## config.mk

```make
export PLATFORM = sky130hd
export DESIGN_NAME = mux_4_1
export DESIGN_NICKNAME = d
export VERILOG_FILES = /design/src/rtl/mux_pkg.sv /design/src/rtl/mux_4_1_comb.sv /design/src/rtl/mux_4_1.sv
export SDC_FILE = /design/constraint.sdc
export NUM_CORES = 1
export LEC_CHECK = 0
export BUFFER_PORTS_ARGS = -buffer_cell sky130_fd_sc_hd__buf_2
export CAP_MARGIN = 0
export CORE_AREA = 2 2 39 41
export DETAILED_ROUTE_END_ITERATION = 12
export DIE_AREA = 0 0 41 43
export MAX_ROUTING_LAYER = met4
export REMOVE_ABC_BUFFERS = 1
export SYNTH_ARGS = -nofsm -noshare
export SYNTH_HDL_FRONTEND = slang
export SYNTH_HIERARCHICAL = 1
export SYNTH_SLANG_ARGS = --single-unit
```

## constraint.sdc

```tcl
create_clock -name clk -period 0.9 [get_ports clk]
set_input_delay 0.045 -clock clk [delete_from_list [all_inputs] [get_ports clk]]
set_output_delay 0.045 -clock clk [all_outputs]
set_load 0.02 [all_outputs]
```

## src/rtl/mux_pkg.sv

```systemverilog
// Shared select encodings for the 4:1 mux, used by RTL and bench alike.
// Latency: n/a (constants and types only).
// Backpressure: n/a.
package mux_pkg;

  typedef logic [1:0] sel_t;

  // {s1,s0} encodings naming which data input is steered to y
  localparam sel_t SEL_I0 = 2'b00;
  localparam sel_t SEL_I1 = 2'b01;
  localparam sel_t SEL_I2 = 2'b10;
  localparam sel_t SEL_I3 = 2'b11;

endpackage

```

## src/rtl/mux_4_1_comb.sv

```systemverilog
// Purely combinational WIDTH-wide 4:1 selector.
// Latency: zero (no state).
// Backpressure: none; output follows inputs continuously.
//
// Ports:
//   sel         : {s1,s0} select
//   i0..i3      : WIDTH-bit data inputs
//   y           : selected data, bit-for-bit copy of the chosen input
module mux_4_1_comb
  import mux_pkg::*;
#(
  parameter int WIDTH = 1
) (
  input  sel_t             sel,
  input  logic [WIDTH-1:0] i0,
  input  logic [WIDTH-1:0] i1,
  input  logic [WIDTH-1:0] i2,
  input  logic [WIDTH-1:0] i3,
  output logic [WIDTH-1:0] y
);

  always_comb begin
    y = '0;
    case (sel)
      SEL_I0:  y = i0;
      SEL_I1:  y = i1;
      SEL_I2:  y = i2;
      SEL_I3:  y = i3;
      // An X/Z select matches no item, so simulation shows all-X on y;
      // synthesis treats this branch as don't-care.
      default: y = 'x;
    endcase
  end

endmodule

```

## src/rtl/mux_4_1.sv

```systemverilog
// 4:1 data mux with optional output register (REG_OUT) and select echo.
// Latency: 1 cycle when REG_OUT=1 (load gated by en), 0 when REG_OUT=0.
// Backpressure: none; en=0 simply holds the registered result.
//
// Ports:
//   clk, rst    : rising-edge clock, synchronous active-high reset
//   en          : output register load enable (unused when REG_OUT=0)
//   i0..i3      : WIDTH-bit data inputs
//   s0, s1      : select LSB / MSB
//   y           : selected data
//   sel_q       : {s1,s0} that produced the current y
module mux_4_1
  import mux_pkg::*;
#(
  parameter int WIDTH   = 1,
  parameter bit REG_OUT = 1'b1
) (
  input  logic             clk,
  input  logic             rst,
  input  logic             en,
  input  logic [WIDTH-1:0] i0,
  input  logic [WIDTH-1:0] i1,
  input  logic [WIDTH-1:0] i2,
  input  logic [WIDTH-1:0] i3,
  input  logic             s0,
  input  logic             s1,
  output logic [WIDTH-1:0] y,
  output logic [1:0]       sel_q
);

  sel_t             sel;
  logic [WIDTH-1:0] mux_dat;

  assign sel = {s1, s0};

  mux_4_1_comb #(
    .WIDTH (WIDTH)
  ) u_comb (
    .sel (sel),
    .i0  (i0),
    .i1  (i1),
    .i2  (i2),
    .i3  (i3),
    .y   (mux_dat)
  );

  if (REG_OUT) begin : g_reg
    logic [WIDTH-1:0] y_d;
    logic [WIDTH-1:0] y_q;
    sel_t             sel_reg_d;
    sel_t             sel_reg_q;

    always_comb begin
      y_d       = y_q;
      sel_reg_d = sel_reg_q;
      if (en) begin
        y_d       = mux_dat;
        sel_reg_d = sel;
      end
    end

    // Reset wins over en, so a selection presented during reset is dropped.
    always_ff @(posedge clk) begin
      if (rst) begin
        y_q       <= '0;
        sel_reg_q <= SEL_I0;
      end else begin
        y_q       <= y_d;
        sel_reg_q <= sel_reg_d;
      end
    end

    assign y     = y_q;
    assign sel_q = sel_reg_q;
  end else begin : g_comb
    assign y     = mux_dat;
    assign sel_q = sel;

    // Clock, reset and enable have no role in the combinational build.
    logic unused_ctl;
    assign unused_ctl = ^{clk, rst, en};
  end

endmodule

```

==> results of run 1 <==
==> routing by layer <==
metal / vias up / track usage (%)
met4: 0 / 8.00
li1: 70 / -
met2: 15 / 4.38
met3: 3 / 5.24
met5: - / -
met1: 63 / 7.12
==> power breakdown <==
part | internal [mW] | total [mW] | switching (mW)
Sequential | 0.143 | 0.147 | 0.00448
Clock | 0.166 | 0.237 | 0.0709
Combinational | 0.0388 | 0.0710 | 0.0322
==> cell families (layout without fill, tap and decap cells) <==
logic type    count (synthesis)  in the layout
buf+inv                       0             17
simple gates                  3              3
flops                         3              3
mux                           4              4
==> Yosys cell counts, drive strengths merged <==
library cell  count  area, um2
dfxtp             3       60.1
mux2i             3       30.0
nor2              3       11.3
mux4              1       22.5
==> area by class of cell <==
type	instances	area [um2]	area share [%]
repair buffers	13	72.6	29.9
clock buffers	4	26.3	10.8
flip-flops and latches	3	60.1	24.7
well taps	16	20.0	8.25
multi-input cells	7	63.8	26.3
==> how the worst max path moves through the flow <==
stage	to	slack, ps	cells after the start
finish	sel_q[1]	120	1
global route	sel_q[1]	100	1
CTS	sel_q[1]	110	1
detailed placement	y	-40	4
global placement	y	-40	4
floorplan	y	110	3
==> registers in the layout (all words and copies together) (netlist names) <==
| signal | flops |
|---|---|
| y | 1 |
| sel_q | 2 |
==> worst reg2reg max path: stages (launching register included) <==
cell and delay, ps:
dfxtp_1 310, mux2i_1 130, nor2_1 50
==> results.sh, run 1 <==
export IMPL_grt_pass1_vias=136
export IMPL_critical_path_required_ps=850
export IMPL_powerDensity_mw_per_mm2=1880
export IMPL_skew_ps=0
export IMPL_maxCapViolCount=0
export IMPL_fin_crit_ps=777
export IMPL_postCtsSetupBuffers=0
export IMPL_die_area_mm2=0.00176
export IMPL_status="completed"
export IMPL_irDropWorstVdd_uv=401
export IMPL_synth_xor_area_share_pct=0
export IMPL_r2r_end="sel_q[1]"
export IMPL_area_delta_synth_final_pct=96.0
export IMPL_worst_path_buf_inv=1
export IMPL_synthSimpleGateAreaFrac_pct=9.09
export IMPL_finalInstanceArea_um2=243
export IMPL_grt_remaining_overflow=0
export IMPL_grt_use_total_pct=5.98
export IMPL_min_to="sel_q[1]"
export IMPL_mappedNetlistArea_um2=124
export IMPL_rr_startpoint="sel_q[1]"
export IMPL_cts_tree="done"
export IMPL_avgSynthCellArea_um2=12.4
export IMPL_critPathLaunchType="flop"
export IMPL_path_cells="buf_2"
export IMPL_post_place_ws_ps=-40.0
export IMPL_cts_hold_fix_buffers=1
export IMPL_place_inst=38
export IMPL_critPathCaptureType="output port"
export IMPL_wl_per_cell_um=8.86
export IMPL_dieHeight_um=43
export IMPL_drive_gt1_share_pct=59.3
export IMPL_wirelength_um=381
export IMPL_place_congestion=0.689
export IMPL_synthAdderAreaFrac_pct=0
export IMPL_clk_path_buf_depth=2
export IMPL_min_from="s1"
export IMPL_clockRootBuffer="clkbuf_4"
export IMPL_netlist_instances=10
export IMPL_grt_max_degree=4
export IMPL_hp_class="in2reg"
export IMPL_critPathKind="reg2out"
export IMPL_final_cells=43
export IMPL_finalWorstSetupSlack_ps=123
export IMPL_antenna_found_initial=0
export IMPL_final_hold_viol_count=0
export IMPL_p_leak_nw=0.125
export IMPL_drcViolationCount=0
export IMPL_synth_compound_area_share_pct=0
export IMPL_wl_met3_um=87
export IMPL_ys_types=4
export IMPL_fin_crit_sh_pct=86.4
export IMPL_cp_startpoint="sel_q[1]"
export IMPL_synth_top_family_by_area="multiplexers"
export IMPL_cts_repair_resized=0
export IMPL_route_met2_wl_um=95
export IMPL_htreeDepth=1
export IMPL_critPathMaxFanout=2
export IMPL_vias=151
export IMPL_cts_buffers=3
export IMPL_place_area_um2=206
export IMPL_finish_utilization_pct=17.5
export IMPL_dr_pass1_iters=2
export IMPL_die_w_um=41
export IMPL_ys_seq_area_share_pct=48.5
export IMPL_tightest_slew_ps=134
export IMPL_setup_viol=0
export IMPL_grt_pass1_wl_um=565
export IMPL_fin_setup_tns_ps=0
export IMPL_final_max_slew_viol_count=0
export IMPL_r2r_slack_ps=300
export IMPL_io_pins=12
export IMPL_nets=37
export IMPL_routed_top_layer="met4"
export IMPL_via_per_inst=3.51
export IMPL_cts_sinks=3
export IMPL_whs_ps=82.7
export IMPL_cpMaxStageDelayCell="dfxtp_1"
export IMPL_power_mw=0.455
export IMPL_r2r_cells=2
export IMPL_slowest_delay_ps=330
export IMPL_ant_nets=0
export IMPL_fp_row_count=14
export IMPL_n_antenna_cell=0
export IMPL_yosys_warnings=6
export IMPL_final_common_cell="buf_2"
export IMPL_start_util_pct=8.95
export IMPL_met1_length_um=182
export IMPL_clock_latency_ps=230
export IMPL_min_path_cells=3
export IMPL_drt_iter0_drc=4
export IMPL_rsz0062_at_grt="no"
export IMPL_final_cell_mix="11 x buf_2, 3 x mux2i_1, 3 x nor2_1, 3 x clkbuf_4, 3 x dfxtp_1"
export IMPL_critPathTopFamily="flip-flops"
export IMPL_core_area_mm2=0.00138
export IMPL_port_buffer_count=11
export IMPL_ys_seq_elements=3
export IMPL_n_fill_cell=158
export IMPL_arrival_ps=730
export IMPL_fmax_ghz=1.29
export IMPL_clk_pin_slew_ps=40
export IMPL_synth_area_mux_share_pct=42.4
export IMPL_maxSlewHeadroom_pct=90.8
(Power assumes the default switching activity.)
==> run 2: changes to the inputs <==
--- a/config.mk
+++ b/config.mk
@@ -14,5 +14,4 @@
 export REMOVE_ABC_BUFFERS = 1
 export SYNTH_ARGS = -nofsm -noshare
 export SYNTH_HDL_FRONTEND = slang
-export SYNTH_HIERARCHICAL = 1
 export SYNTH_SLANG_ARGS = --single-unit
==> run 2 against run 1 <==
Maximum frequency is 5.6% lower. Clock power about the same. Area after synthesis rose by 19%. Setup slack got worse by 46 ps. Register-to-register slack worse by 220 ps. Final area increased by 3.6%.
==> results.sh, run 2 <==
export IMPL_ys_seq_elements=3
export IMPL_finish_utilization_pct=18.2
export IMPL_final_common_cell="buf_2"
export IMPL_grt_pass1_wl_um=462
export IMPL_ant_nets=0
export IMPL_clk_path_buf_depth=2
export IMPL_final_cell_mix="11 x buf_2, 4 x mux2i_1, 3 x clkbuf_4, 3 x dfxtp_1, 2 x nor2_1"
export IMPL_yosys_warnings=0
export IMPL_ys_async_sr_fraction_pct=0
export IMPL_htreeDepth=1
export IMPL_ys_types=7
export IMPL_setup_viol=0
export IMPL_drcViolationCount=0
export IMPL_die_w_um=41
export IMPL_finalWorstSetupSlack_ps=76.9
export IMPL_critical_path_required_ps=1050
export IMPL_cpMaxStageDelayCell="or3b_4"
export IMPL_fin_crit_sh_pct=91.5
export IMPL_wl_per_cell_um=7.86
export IMPL_grt_pass1_vias=145
export IMPL_ys_flop_type="dfxtp_1"
export IMPL_grt_remaining_overflow=0
export IMPL_ys_top_cells_by_area="dfxtp_1 41%, mux2i_1 27%, o221ai_2 10%, or3b_1 5.9%, or3b_2 5.9%"
export IMPL_area_delta_synth_final_pct=70.3
export IMPL_final_hold_viol_count=0
export IMPL_clock_latency_ps=230
export IMPL_synth_edff_count=0
export IMPL_post_place_ws_ps=-8.23
export IMPL_postCtsSetupBuffers=0
export IMPL_critPathCaptureType="flop"
export IMPL_n_antenna_cell=0
export IMPL_rsz0062_at_grt="no"
export IMPL_maxCapViolCount=0
export IMPL_critPathLaunchType="flop"
export IMPL_p_leak_nw=0.124
export IMPL_path_cells="or3b_4, o221ai_2"
export IMPL_cts_sinks=3
export IMPL_port_buffer_count=11
export IMPL_mappedNetlistArea_um2=148
export IMPL_cts_tree="done"
export IMPL_skew_ps=0
export IMPL_final_max_slew_viol_count=0
export IMPL_slowest_delay_ps=370
export IMPL_drive_gt1_share_pct=57.1
export IMPL_critPathMaxFanout=2
export IMPL_antenna_found_initial=0
export IMPL_netlist_instances=13
export IMPL_clockRootBuffer="clkbuf_4"
export IMPL_power_mw=0.451
export IMPL_irDropWorstVdd_uv=624
export IMPL_io_pins=12
export IMPL_ys_seq_area_share_pct=40.7
export IMPL_synth_area_leader_cell="dfxtp_1"
export IMPL_grt_use_total_pct=4.62
export IMPL_yosysTopAreaCellShare_pct=40.7
export IMPL_powerDensity_mw_per_mm2=1790
export IMPL_dieHeight_um=43
export IMPL_arrival_ps=970
export IMPL_drt_iter0_drc=0
export IMPL_vias=152
export IMPL_critPathKind="reg2reg"
export IMPL_dr_pass1_iters=1
export IMPL_tightest_slew_ps=159
export IMPL_grt_max_degree=6
export IMPL_fp_row_count=14
export IMPL_core_area_mm2=0.00138
export IMPL_hp_class="in2reg"
export IMPL_clk_pin_slew_ps=40
export IMPL_fin_crit_ps=823
export IMPL_cts_buffers=3
export IMPL_wirelength_um=346
export IMPL_status="completed"
export IMPL_via_per_inst=3.45
export IMPL_largest_reg_flops=2
export IMPL_fmax_ghz=1.21
export IMPL_avgSynthCellArea_um2=11.4
export IMPL_nets=38
export IMPL_post_synth_top_count_cell="mux2i_1"
export IMPL_die_area_mm2=0.00176
export IMPL_synth_commonest_cells="4 x mux2i_1, 3 x dfxtp_1, 2 x nor2_1"
export IMPL_start_util_pct=10.7
export IMPL_maxSlewHeadroom_pct=89.1
export IMPL_place_congestion=0.595
[run 2: cell types whose count changed in the layout (fill, tap and decap cells not counted), sizes merged]
cell / change
or3b: +2
buf: -1
dlygate4sd3: -1
mux2i: +1
mux4: -1
nand3b: +1
nor2: -1
o221ai: +1
[run 2: logic make-up after synthesis]
group	share of synthesized area (%)
mux	27.1
simple gates	22.0
compound gates	10.2
flops	40.7
[run 2: per-stage QoR]
step | hold WS [ps] | TNS, ps | cell area, um2 | instances
2_1_floorplan | 117 | -117 | 148 | 13
3_3_place_gp | 264 | 0 | 223 | 40
3_5_place_dp | 266 | -8.23 | 223 | 40
4_1_cts | 18.2 | 0 | 251 | 44
5_1_grt | 28.8 | 0 | 251 | 44
6_report | 22.4 | 0 | 251 | 44
[run 2: worst paths after layout]
path	from	end	slack [ps]	cells after the start
min reg2reg	sel_q[0]	sel_q[0]	490	2
max	y	y	80	2
max reg2reg	y	y	80	2
min	rst	sel_q[0]	20	2
[run 2: cell type report]
| class | count | area [um2] |
|---|---|---|
| Multi-Input combinational cell | 10 | 90.1 |
| Sequential cell | 3 | 60.1 |
| Timing Repair Buffer | 11 | 55.1 |
| Tap cell | 16 | 20.0 |
| Clock buffer | 4 | 26.3 |
| Fill cell | 159 | 1130 |
[run 2: layer usage]
layer,track usage (%),vias up,wire length [um]
met4,6.00,0,0
met1,3.19,66,145
met3,4.19,0,46
met2,5.63,6,153
met5,-,-,0
li1,-,80,-
[run 2: power by group]
part	total, mW	switching (mW)	internal (mW)
logic	0.0699	0.0348	0.0351
clock network	0.235	0.0693	0.166
registers	0.146	0.00334	0.143
total	0.451	0.107	0.344
[run 2: critical path: cells and delay by family (launching register included)]
kind | cells | cell delay (ps)
simple gates | 1 | 370
flops | 1 | 310
compound gates | 1 | 70
[run 2: repair_timing]
| item | 4_1_cts | 5_1_grt |
|---|---|---|
| resized for setup | 1 | 0 |
| hold buffers | 0 | 0 |
| endpoints found under the setup margin | 1 | 0 |
